===== src/rtl/barrel_shift_pkg.sv =====
// Shared opcode encoding and decode helpers for the pipelined barrel shifter.
package barrel_shift_pkg;

    localparam int unsigned OP_W = 3;

    localparam logic [OP_W-1:0] OP_ROL = 3'b000;
    localparam logic [OP_W-1:0] OP_ROR = 3'b001;
    localparam logic [OP_W-1:0] OP_SLL = 3'b010;
    localparam logic [OP_W-1:0] OP_SRL = 3'b011;
    localparam logic [OP_W-1:0] OP_SRA = 3'b100;

    function automatic logic is_right_op(input logic [OP_W-1:0] op);
        return (op == OP_ROR) || (op == OP_SRL) || (op == OP_SRA);
    endfunction

    function automatic logic is_reserved_op(input logic [OP_W-1:0] op);
        return op > OP_SRA;
    endfunction

endpackage


===== src/rtl/barrel_shift_stage.sv =====
// One log2 stage: left shift/rotate by DIST when its amount bit is set, with an optional
// valid/data register and the local ready term of the elastic chain.
module barrel_shift_stage
    import barrel_shift_pkg::*;
#(
    parameter int unsigned WIDTH = 8,
    parameter int unsigned DIST  = 1,
    parameter int unsigned SHW   = 3,
    parameter bit          REG   = 1'b1,
    parameter bit          LAST  = 1'b0
) (
    input  logic             clk_i,
    input  logic             rst_i,
    input  logic             valid_i,
    output logic             ready_o,
    input  logic [WIDTH-1:0] data_i,
    input  logic [SHW-1:0]   amt_i,
    input  logic [OP_W-1:0]  op_i,
    input  logic             sign_i,
    input  logic             err_i,
    output logic             valid_o,
    input  logic             ready_i,
    output logic [WIDTH-1:0] data_o,
    output logic [SHW-1:0]   amt_o,
    output logic [OP_W-1:0]  op_o,
    output logic             sign_o,
    output logic             err_o,
    output logic             zero_o
);

    localparam int unsigned AmtBit = $clog2(DIST);

    function automatic logic [WIDTH-1:0] bit_rev(input logic [WIDTH-1:0] x);
        for (int unsigned i = 0; i < WIDTH; i++) begin
            bit_rev[i] = x[WIDTH-1-i];
        end
    endfunction

    logic [WIDTH-1:0] shifted;
    logic [WIDTH-1:0] result;
    logic             fill;

    // Right ops arrive bit-reversed, so SRA fills the low end with the original sign bit.
    always_comb begin
        fill    = (op_i == OP_SRA) ? sign_i : 1'b0;
        shifted = data_i;
        if (amt_i[AmtBit]) begin
            if ((op_i == OP_ROL) || (op_i == OP_ROR)) begin
                shifted = {data_i[WIDTH-DIST-1:0], data_i[WIDTH-1:WIDTH-DIST]};
            end else begin
                shifted = {data_i[WIDTH-DIST-1:0], {DIST{fill}}};
            end
        end
        result = shifted;
        if (LAST && is_right_op(op_i)) begin
            result = bit_rev(shifted);
        end
    end

    if (REG) begin : g_reg
        logic             valid_q;
        logic [WIDTH-1:0] data_q;
        logic [SHW-1:0]   amt_q;
        logic [OP_W-1:0]  op_q;
        logic             sign_q;
        logic             err_q;
        logic             zero_q;
        logic             load;

        assign ready_o = !valid_q || ready_i;
        assign load    = valid_i && ready_o;

        always_ff @(posedge clk_i) begin
            if (rst_i) begin
                valid_q <= 1'b0;
                data_q  <= '0;
                amt_q   <= '0;
                op_q    <= OP_ROL;
                sign_q  <= 1'b0;
                err_q   <= 1'b0;
                zero_q  <= 1'b0;
            end else begin
                if (ready_o) begin
                    valid_q <= valid_i;
                end
                // Payload only moves on a real transfer so a stalled output stays stable.
                if (load) begin
                    data_q <= result;
                    amt_q  <= amt_i;
                    op_q   <= op_i;
                    sign_q <= sign_i;
                    err_q  <= err_i;
                    zero_q <= (result == '0);
                end
            end
        end

        assign valid_o = valid_q;
        assign data_o  = data_q;
        assign amt_o   = amt_q;
        assign op_o    = op_q;
        assign sign_o  = sign_q;
        assign err_o   = err_q;
        assign zero_o  = zero_q;
    end else begin : g_comb
        logic unused_clk_rst;
        assign unused_clk_rst = clk_i ^ rst_i;

        assign ready_o = ready_i;
        assign valid_o = valid_i;
        assign data_o  = result;
        assign amt_o   = amt_i;
        assign op_o    = op_i;
        assign sign_o  = sign_i;
        assign err_o   = err_i;
        assign zero_o  = (result == '0);
    end

endmodule


===== src/rtl/pipelined_barrel_shifter.sv =====
// WIDTH-bit streaming shifter/rotator built from SHW log2 stages on a single left-shift
// datapath; right ops are bit-reversed on entry and restored in the last stage.
module pipelined_barrel_shifter
    import barrel_shift_pkg::*;
#(
    parameter int unsigned   WIDTH    = 8,
    parameter bit            PIPE_ALL = 1'b1,
    localparam int unsigned  SHW      = $clog2(WIDTH)
) (
    input  logic             clk,
    input  logic             rst,
    input  logic             in_valid,
    output logic             in_ready,
    input  logic [WIDTH-1:0] in_data,
    input  logic [SHW-1:0]   in_amt,
    input  logic [OP_W-1:0]  in_op,
    output logic             out_valid,
    input  logic             out_ready,
    output logic [WIDTH-1:0] out_data,
    output logic             out_zero,
    output logic             out_err
);

    function automatic logic [WIDTH-1:0] bit_rev(input logic [WIDTH-1:0] x);
        for (int unsigned i = 0; i < WIDTH; i++) begin
            bit_rev[i] = x[WIDTH-1-i];
        end
    endfunction

    logic [SHW:0]     v;
    logic [SHW:0]     r;
    logic [WIDTH-1:0] d [SHW+1];
    logic [SHW-1:0]   a [SHW+1];
    logic [OP_W-1:0]  o [SHW+1];
    logic [SHW:0]     s;
    logic [SHW:0]     e;
    logic [SHW-1:0]   z;

    // Reserved ops travel with a zero amount so every stage passes them through.
    assign v[0]   = in_valid;
    assign in_ready = r[0];
    assign d[0]   = is_right_op(in_op) ? bit_rev(in_data) : in_data;
    assign a[0]   = is_reserved_op(in_op) ? '0 : in_amt;
    assign o[0]   = in_op;
    assign s[0]   = in_data[WIDTH-1];
    assign e[0]   = is_reserved_op(in_op);
    assign r[SHW] = out_ready;

    for (genvar k = 0; k < SHW; k++) begin : g_stage
        barrel_shift_stage #(
            .WIDTH (WIDTH),
            .DIST  (1 << k),
            .SHW   (SHW),
            .REG   (PIPE_ALL || (k == SHW - 1)),
            .LAST  (k == SHW - 1)
        ) u_stage (
            .clk_i   (clk),
            .rst_i   (rst),
            .valid_i (v[k]),
            .ready_o (r[k]),
            .data_i  (d[k]),
            .amt_i   (a[k]),
            .op_i    (o[k]),
            .sign_i  (s[k]),
            .err_i   (e[k]),
            .valid_o (v[k+1]),
            .ready_i (r[k+1]),
            .data_o  (d[k+1]),
            .amt_o   (a[k+1]),
            .op_o    (o[k+1]),
            .sign_o  (s[k+1]),
            .err_o   (e[k+1]),
            .zero_o  (z[k])
        );
    end

    assign out_valid = v[SHW];
    assign out_data  = d[SHW];
    assign out_err   = e[SHW];
    assign out_zero  = z[SHW-1];

    logic unused_tail;
    assign unused_tail = ^{a[SHW], o[SHW], s[SHW], z[SHW-2:0]};

endmodule


===== config.mk =====
export PLATFORM = sky130hd
export DESIGN_NAME = pipelined_barrel_shifter
export DESIGN_NICKNAME = d
export VERILOG_FILES = /design/src/rtl/barrel_shift_pkg.sv /design/src/rtl/barrel_shift_stage.sv /design/src/rtl/pipelined_barrel_shifter.sv
export SDC_FILE = /design/constraint.sdc
export NUM_CORES = 1
export LEC_CHECK = 0
export CAP_MARGIN = 10
export CORE_ASPECT_RATIO = 0.9
export CORE_MARGIN = 2
export CORE_UTILIZATION = 43
export CTS_BUF_LIST = sky130_fd_sc_hd__clkbuf_4 sky130_fd_sc_hd__clkbuf_8
export CTS_CLUSTER_DIAMETER = 200
export CTS_CLUSTER_SIZE = 25
export DETAILED_ROUTE_END_ITERATION = 6
export PLACE_DENSITY = 0.61
export SETUP_SLACK_MARGIN = 0.4
export SYNTH_ARGS = -nofsm -noshare
export SYNTH_HDL_FRONTEND = slang
export SYNTH_SLANG_ARGS = --single-unit

===== constraint.sdc =====
create_clock -name clk -period 3.3 [get_ports clk]
set_input_delay 0.66 -clock clk [delete_from_list [all_inputs] [get_ports clk]]
set_output_delay 0.66 -clock clk [all_outputs]
set_load 0.05 [all_outputs]

==> results.toml <==
[timing]
worst_pin_slew_ns = 1.02
fin_crit_sh = 0.745
drv_slew = 0
setup_tns_ns = 0
setup_violations = 0
finalHoldViolations = 0
post-route-min-period_ns = 2.46
slew_headroom = 0.317
fin_ws_ns = 0.841
skew_ns = 0.00502
timing.fmax_ghz = 0.407
rsz0062_at_grt = "no"

[logic_synthesis]
synthSimpleGateAreaFrac = 0.231
synth-xor-area-share = 0.00381
synth_top_family_by_area = "simple AND/OR/NAND/NOR gates"
ys_warn_count = 0
ys_seq_area_frac = 0.366
synthFlopType = "dfxtp_1"
async_flop_share = 0
yosys.area_share.adder = 0
synth_top_area_cell = "dfxtp_1"
muxShareOfSynthArea = 0.126
synth_compound_area_frac = 0.197
synth_area_leaders = "dfxtp_1 37%, nand2_1 9.2%, a21oi_1 7.4%"
ys_ff_latch = 42
synth_top_area_frac = 0.366
synth_enable_flop_cells = 0
syn_inst = 274
ys_types = 51
syn_area_sq_um = 2300
postSynthAreaPerCell_sq_um = 8.38
syn-num-nets = 292

[pwr]
leakagePower_uw = 0.000896
switchingPower_uw = 280
seq_power_share = 0.491
p_per_area_nw_per_um2 = 430
swShare = 0.247
clockPowerShare = 0.361
combinationalPowerShare = 0.148
peakVddDrop_mv = 0.189
internal-power_uw = 855

[critical_path]
cp.required_ns = 2.64
critical_path_class = "in -> out"
start_kind = "primary input"
arrival_ns = 1.80
crit_path_max_fanout = 4
rr_worst_depth = 5
cp-end-kind = "output port"

[grt]
track_usage = 0.163
antenna_found_initial = 0
met2_usage = 0.267
busiest_layer = "met2"
grt_use_met3 = 0.0356
grt_pass1_vias = 1628
grt_max_degree = 43
grtUsageMet1 = 0.214
grt_overflow_total = 0
grt_pass1_wl_microns = 7600

[clocking]
clock-sinks = 42
path_clk_slew_ns = 0.08
clock_path_buffers = 2
clockRootBuffer = "clkbuf_8"
cts_tree = "built"
cts_htree_levels = 2
cts_buffers = 5
clock_latency_ns = 0.28

[final_layout]
mostFrequentLayoutCells = "56 x nand2_1, 42 x dfxtp_1, 34 x a21oi_1, 28 x clkdlybuf4s50_1, 20 x nor2_1"
area_delta_synth_final_pct = 14.9
final_common_cell = "nand2_1"
layout-drive-gt1-share = 0.102
nets = 302
n_antenna_cell = 0
fin_util = 0.508

[die]
core.rowCount = 25
die_y_microns = 73.3
core-area_sq_um = 5190
die_width_microns = 81.0
num_io_pins = 30
die_area_sq_um = 5940
initial_utilization = 0.442

[placed_design]
post-place-ws_ns = 0.454
routabilityCongestion = 0.821
dpl.hpwl_microns = 3230
port_buffers = 29

[routing]
drt_wl_total_microns = 4460
drc_errors = 0
ant_nets = 0
via_per_inst = 5.20
first_pass_iters = 4
avgRoutedWirePerCell_microns = 12.7
vias = 1832
first_iter_violations = 77

[run_status]
status = "completed"

[min_path]
whs_path_depth = 2
hp-class = "reg -> reg"

[flow_run]
maxCapViolCount = 0
-- kinds of logic after synthesis --
kind of cell,after synthesis
buffers and inverters,32
xor gates and xnor gates,1
and+or+nand+nor,108
DFF,42
muxes,21
AOI/OAI and AO/OA,70
-- sequential cells by signal, indices dropped and copies added, names as in the netlist --
signal	count
g_stage.u_stage.sign_o	2
g_stage.u_stage.data_o	24
g_stage.u_stage.valid_o	3
g_stage.u_stage.op_o	6
g_stage.u_stage.zero_o	1
g_stage.u_stage.err_o	3
g_stage.u_stage.amt_o	3
-- path summary, 6_finish.rpt --
| check | start | end | slack [ns] |
|---|---|---|---|
| setup / recovery | out_ready | in_ready | 0.84 |
| hold / removal | g_stage[2].u_stage.data_o[6] | g_stage[2].u_stage.data_o[6] | 0.45 |
| setup reg to reg | g_stage[1].u_stage.amt_o[2] | g_stage[2].u_stage.zero_o | 1.32 |
| hold reg to reg | g_stage[2].u_stage.data_o[6] | g_stage[2].u_stage.data_o[6] | 0.45 |
-- power by group through the flow --
stage               Clock (uW)  Combinational, uW  Sequential [uW]
finish                     409                168              558
detailed placement           0                169              570
global placement             0                168              569
global route               444                188              563
CTS                        418                169              558
floorplan                    0                128              561
-- metrics by stage --
| stage | instances | hold WS (ns) | total power [uW] | instance area, sq um |
|---|---|---|---|---|
| floorplan | 274 | 0.432 | 689 | 2300 |
| global placement | 344 | 0.439 | 737 | 2520 |
| detailed placement | 344 | 0.448 | 739 | 2520 |
| CTS | 352 | 0.456 | 1150 | 2640 |
| global route | 352 | 0.479 | 1190 | 2640 |
| finish | 352 | 0.455 | 1140 | 2640 |
-- layout make-up --
type,count,area (sq um)
multi-input combinational,200,1280
clock inverter,1,30.0
fill,536,2550
timing repair buffer,30,300
clock buffer,7,83.8
sequential,42,841
inverter,5,18.8
tap,67,83.8
-- synthesized netlist by cell type, drive strengths merged (2+ instances only) --
cell type	count
nand2	57
dfxtp	42
a21oi	34
nor2	21
buf	15
mux2i	14
clkbuf	12
a211oi	11
nand3	7
o21ai	7
mux4	6
inv	5
o211ai	5
nand2b	4
nor2b	4
a31oi	3
and2	2
nand3b	2
nor3b	2
or2b	2
-- critical path: stages --
cell and delay, ns:
clkdlybuf4s50_1 0.52, nand4b_1 0.18, dlymetal6s2s_1 0.44
-- routing by layer --
| layer | share of wire | wire (microns) | vias up |
|---|---|---|---|
| met5 | 0 | 0 | - |
| met4 | 0.013 | 60 | 0 |
| met3 | 0.032 | 144 | 6 |
| met2 | 0.47 | 2070 | 42 |
| met1 | 0.49 | 2180 | 810 |
| li1 | - | - | 974 |
-- timing repair --
action,4_1_cts,5_1_grt
setup buffers,0,0
setup endpoints to repair,0,1
hold buffers,0,0
gates resized for setup,0,1
Power figures use the tool's default switching activity.
==> variant: new RTL, same settings <==
`WIDTH` is set to 8 in 2 places; all go to 16.
--- a/src/rtl/barrel_shift_stage.sv
+++ b/src/rtl/barrel_shift_stage.sv
@@ -5,3 +5,3 @@
 #(
-    parameter int unsigned WIDTH = 8,
+    parameter int unsigned WIDTH = 16,
     parameter int unsigned DIST  = 1,
--- a/src/rtl/pipelined_barrel_shifter.sv
+++ b/src/rtl/pipelined_barrel_shifter.sv
@@ -5,3 +5,3 @@
 #(
-    parameter int unsigned   WIDTH    = 8,
+    parameter int unsigned   WIDTH    = 16,
     parameter bit            PIPE_ALL = 1'b1,
Interface: changed (resized in_amt, in_data and out_data); port bits go from 30 to 47. No check against the original RTL was run, so the function may have changed too.
==> variant against the original RTL <==
- total power up 110%
- wire length rose to 2.6 times the old value
- register-to-register slack worse by 0.75 ns
- count of clock-buffer cells in the layout up 6
- sequential cell count up 49
- critical path type is now reg -> reg
- combinational power up 86%
- die area up 110%
- design area up 110%
- clock skew up 0.0064 ns
- sequential share of layout area up 0.95 points
- worst setup slack worse by 0.27 ns
- first-iteration DRC count rose to 4.1 times the old value
- area after synthesis up 110%
==> variant: results (changes against the original RTL) <==
----------------------------------------------------
[Routing]
  Metal3 WL ... 674 um (+370%)
  Met2 Routed Length ... 4.99 mm (+140%)
  Met1 Wirelength ... 5.88 mm (+170%)
  Violation count after the first detailed-route iteration ... 316 (+310%)
  Mean number of vias per cell ... 5.58 (+7.1%)

[Setup path]
  Register-to-Register Path Depth ... 6 (+1)
  CP Max Fanout ... 18 (+14)
  Slowest cell on crit path ... dfxtp_1
  Type of the setup path with the least slack ... reg -> reg
  Flop-to-flop setup slack ... 0.57 ns (-0.75 ns)
  Slowest Stage Delay on Critical Path ... 0.70 ns (+0.18 ns)

[Placement]
  RePlAce Congestion ... 0.857 (+4.3%)
  Number of I/O port buffers ... 46 (+59%)

[Power and ir drop]
  Leakage Power ... 1.81 nW (+100%)
  Clock share of power ... 36.7% (+0.6 points)
  Power consumed by combinational cells ... 313 uW (+86%)

[Synthesis]
  Top area cells in the synthesized netlist ... dfxtp_1, a211oi_1, a21oi_1, nand2_1, mux2i_1
  Number of distinct library cell variants in the gate-level netlist after synthesis ... 59 (+16%)
  Register area share after synthesis ... 37.1% (+0.50 points)

[Clocking]
  Num CTS Buffers ... 9 (+4)
  Maximum level of the CTS H-tree ... 3 (+1)
  Clock insertion delay at the later pin of the skew report ... 0.36 ns (+0.08 ns)

[GRT]
  Global-route track usage on met3 ... 4.66% (+1.1 points)
  Met1 routing resource usage after global routing ... 30.2% (+8.7 points)

[Timing]
  Worst slew margin ... 24.2% (-7.6 points)
  Worst setup skew after layout ... 0.0114 ns (+0.00635 ns)

[Cells and area]
  Number of flip-flops in the largest register ... 64 (+170%)
  Filler instances ... 1102 (+110%)

[Outcome]
  Run status ... complete, no violations

----------------------------------------------------
-- variant: worst min-delay path by stage --
stage,startpoint,endpoint,slack (ns),cells past startpoint
floorplan,g_stage[0].u_stage.amt_o[3],g_stage[1].u_stage.amt_o[3],0.43,2
global placement,g_stage[0].u_stage.amt_o[2],g_stage[0].u_stage.amt_o[2],0.44,2
detailed placement,g_stage[3].u_stage.data_o[12],g_stage[3].u_stage.data_o[12],0.45,2
CTS,g_stage[3].u_stage.data_o[12],g_stage[3].u_stage.data_o[12],0.46,2
global route,g_stage[2].u_stage.err_o,g_stage[2].u_stage.err_o,0.48,2
finish,g_stage[1].u_stage.err_o,g_stage[2].u_stage.err_o,0.46,2
-- variant: per-stage QoR --
step                cells  cell area, um^2  power (mW)  worst slack [ns]  hold slack [ns]
finish                753             5560        2.40             0.573            0.459
global route          753             5560        2.51             0.429            0.482
CTS                   753             5550        2.42             0.645            0.460
detailed placement    737             5310        1.54             0.553            0.447
global placement      737             5310        1.54             0.598            0.444
floorplan             592             4910        1.44             0.674            0.432
-- variant: critical path: cells and delay by family, from the launching register on --
kind | cells | cell delay, ns
DFF | 1 | 0.70
and+or+nand+nor | 3 | 1.50
AOI/OAI and AO/OA | 3 | 0.47
-- variant: layout make-up --
class	count	area [um^2]	area share, %
Clock inverter	3	68.8	1.24
Inverter	10	37.5	0.676
Clock buffer	13	173	3.11
Multi-Input combinational cell	428	2740	49.2
Timing Repair Buffer	56	528	9.50
Tap cell	152	190	3.42
Sequential cell	91	1820	32.8
-- variant: kinds of logic (layout without fill, tap and decap cells) --
family | after synthesis | in the layout | share of synthesized area [%]
compound gates | 167 | 167 | 21.9
xor+xnor | 1 | 1 | 0.179
buf+inv | 73 | 82 | 7.27
flops | 91 | 91 | 37.1
mux | 49 | 49 | 13.6
simple gates | 211 | 211 | 19.9
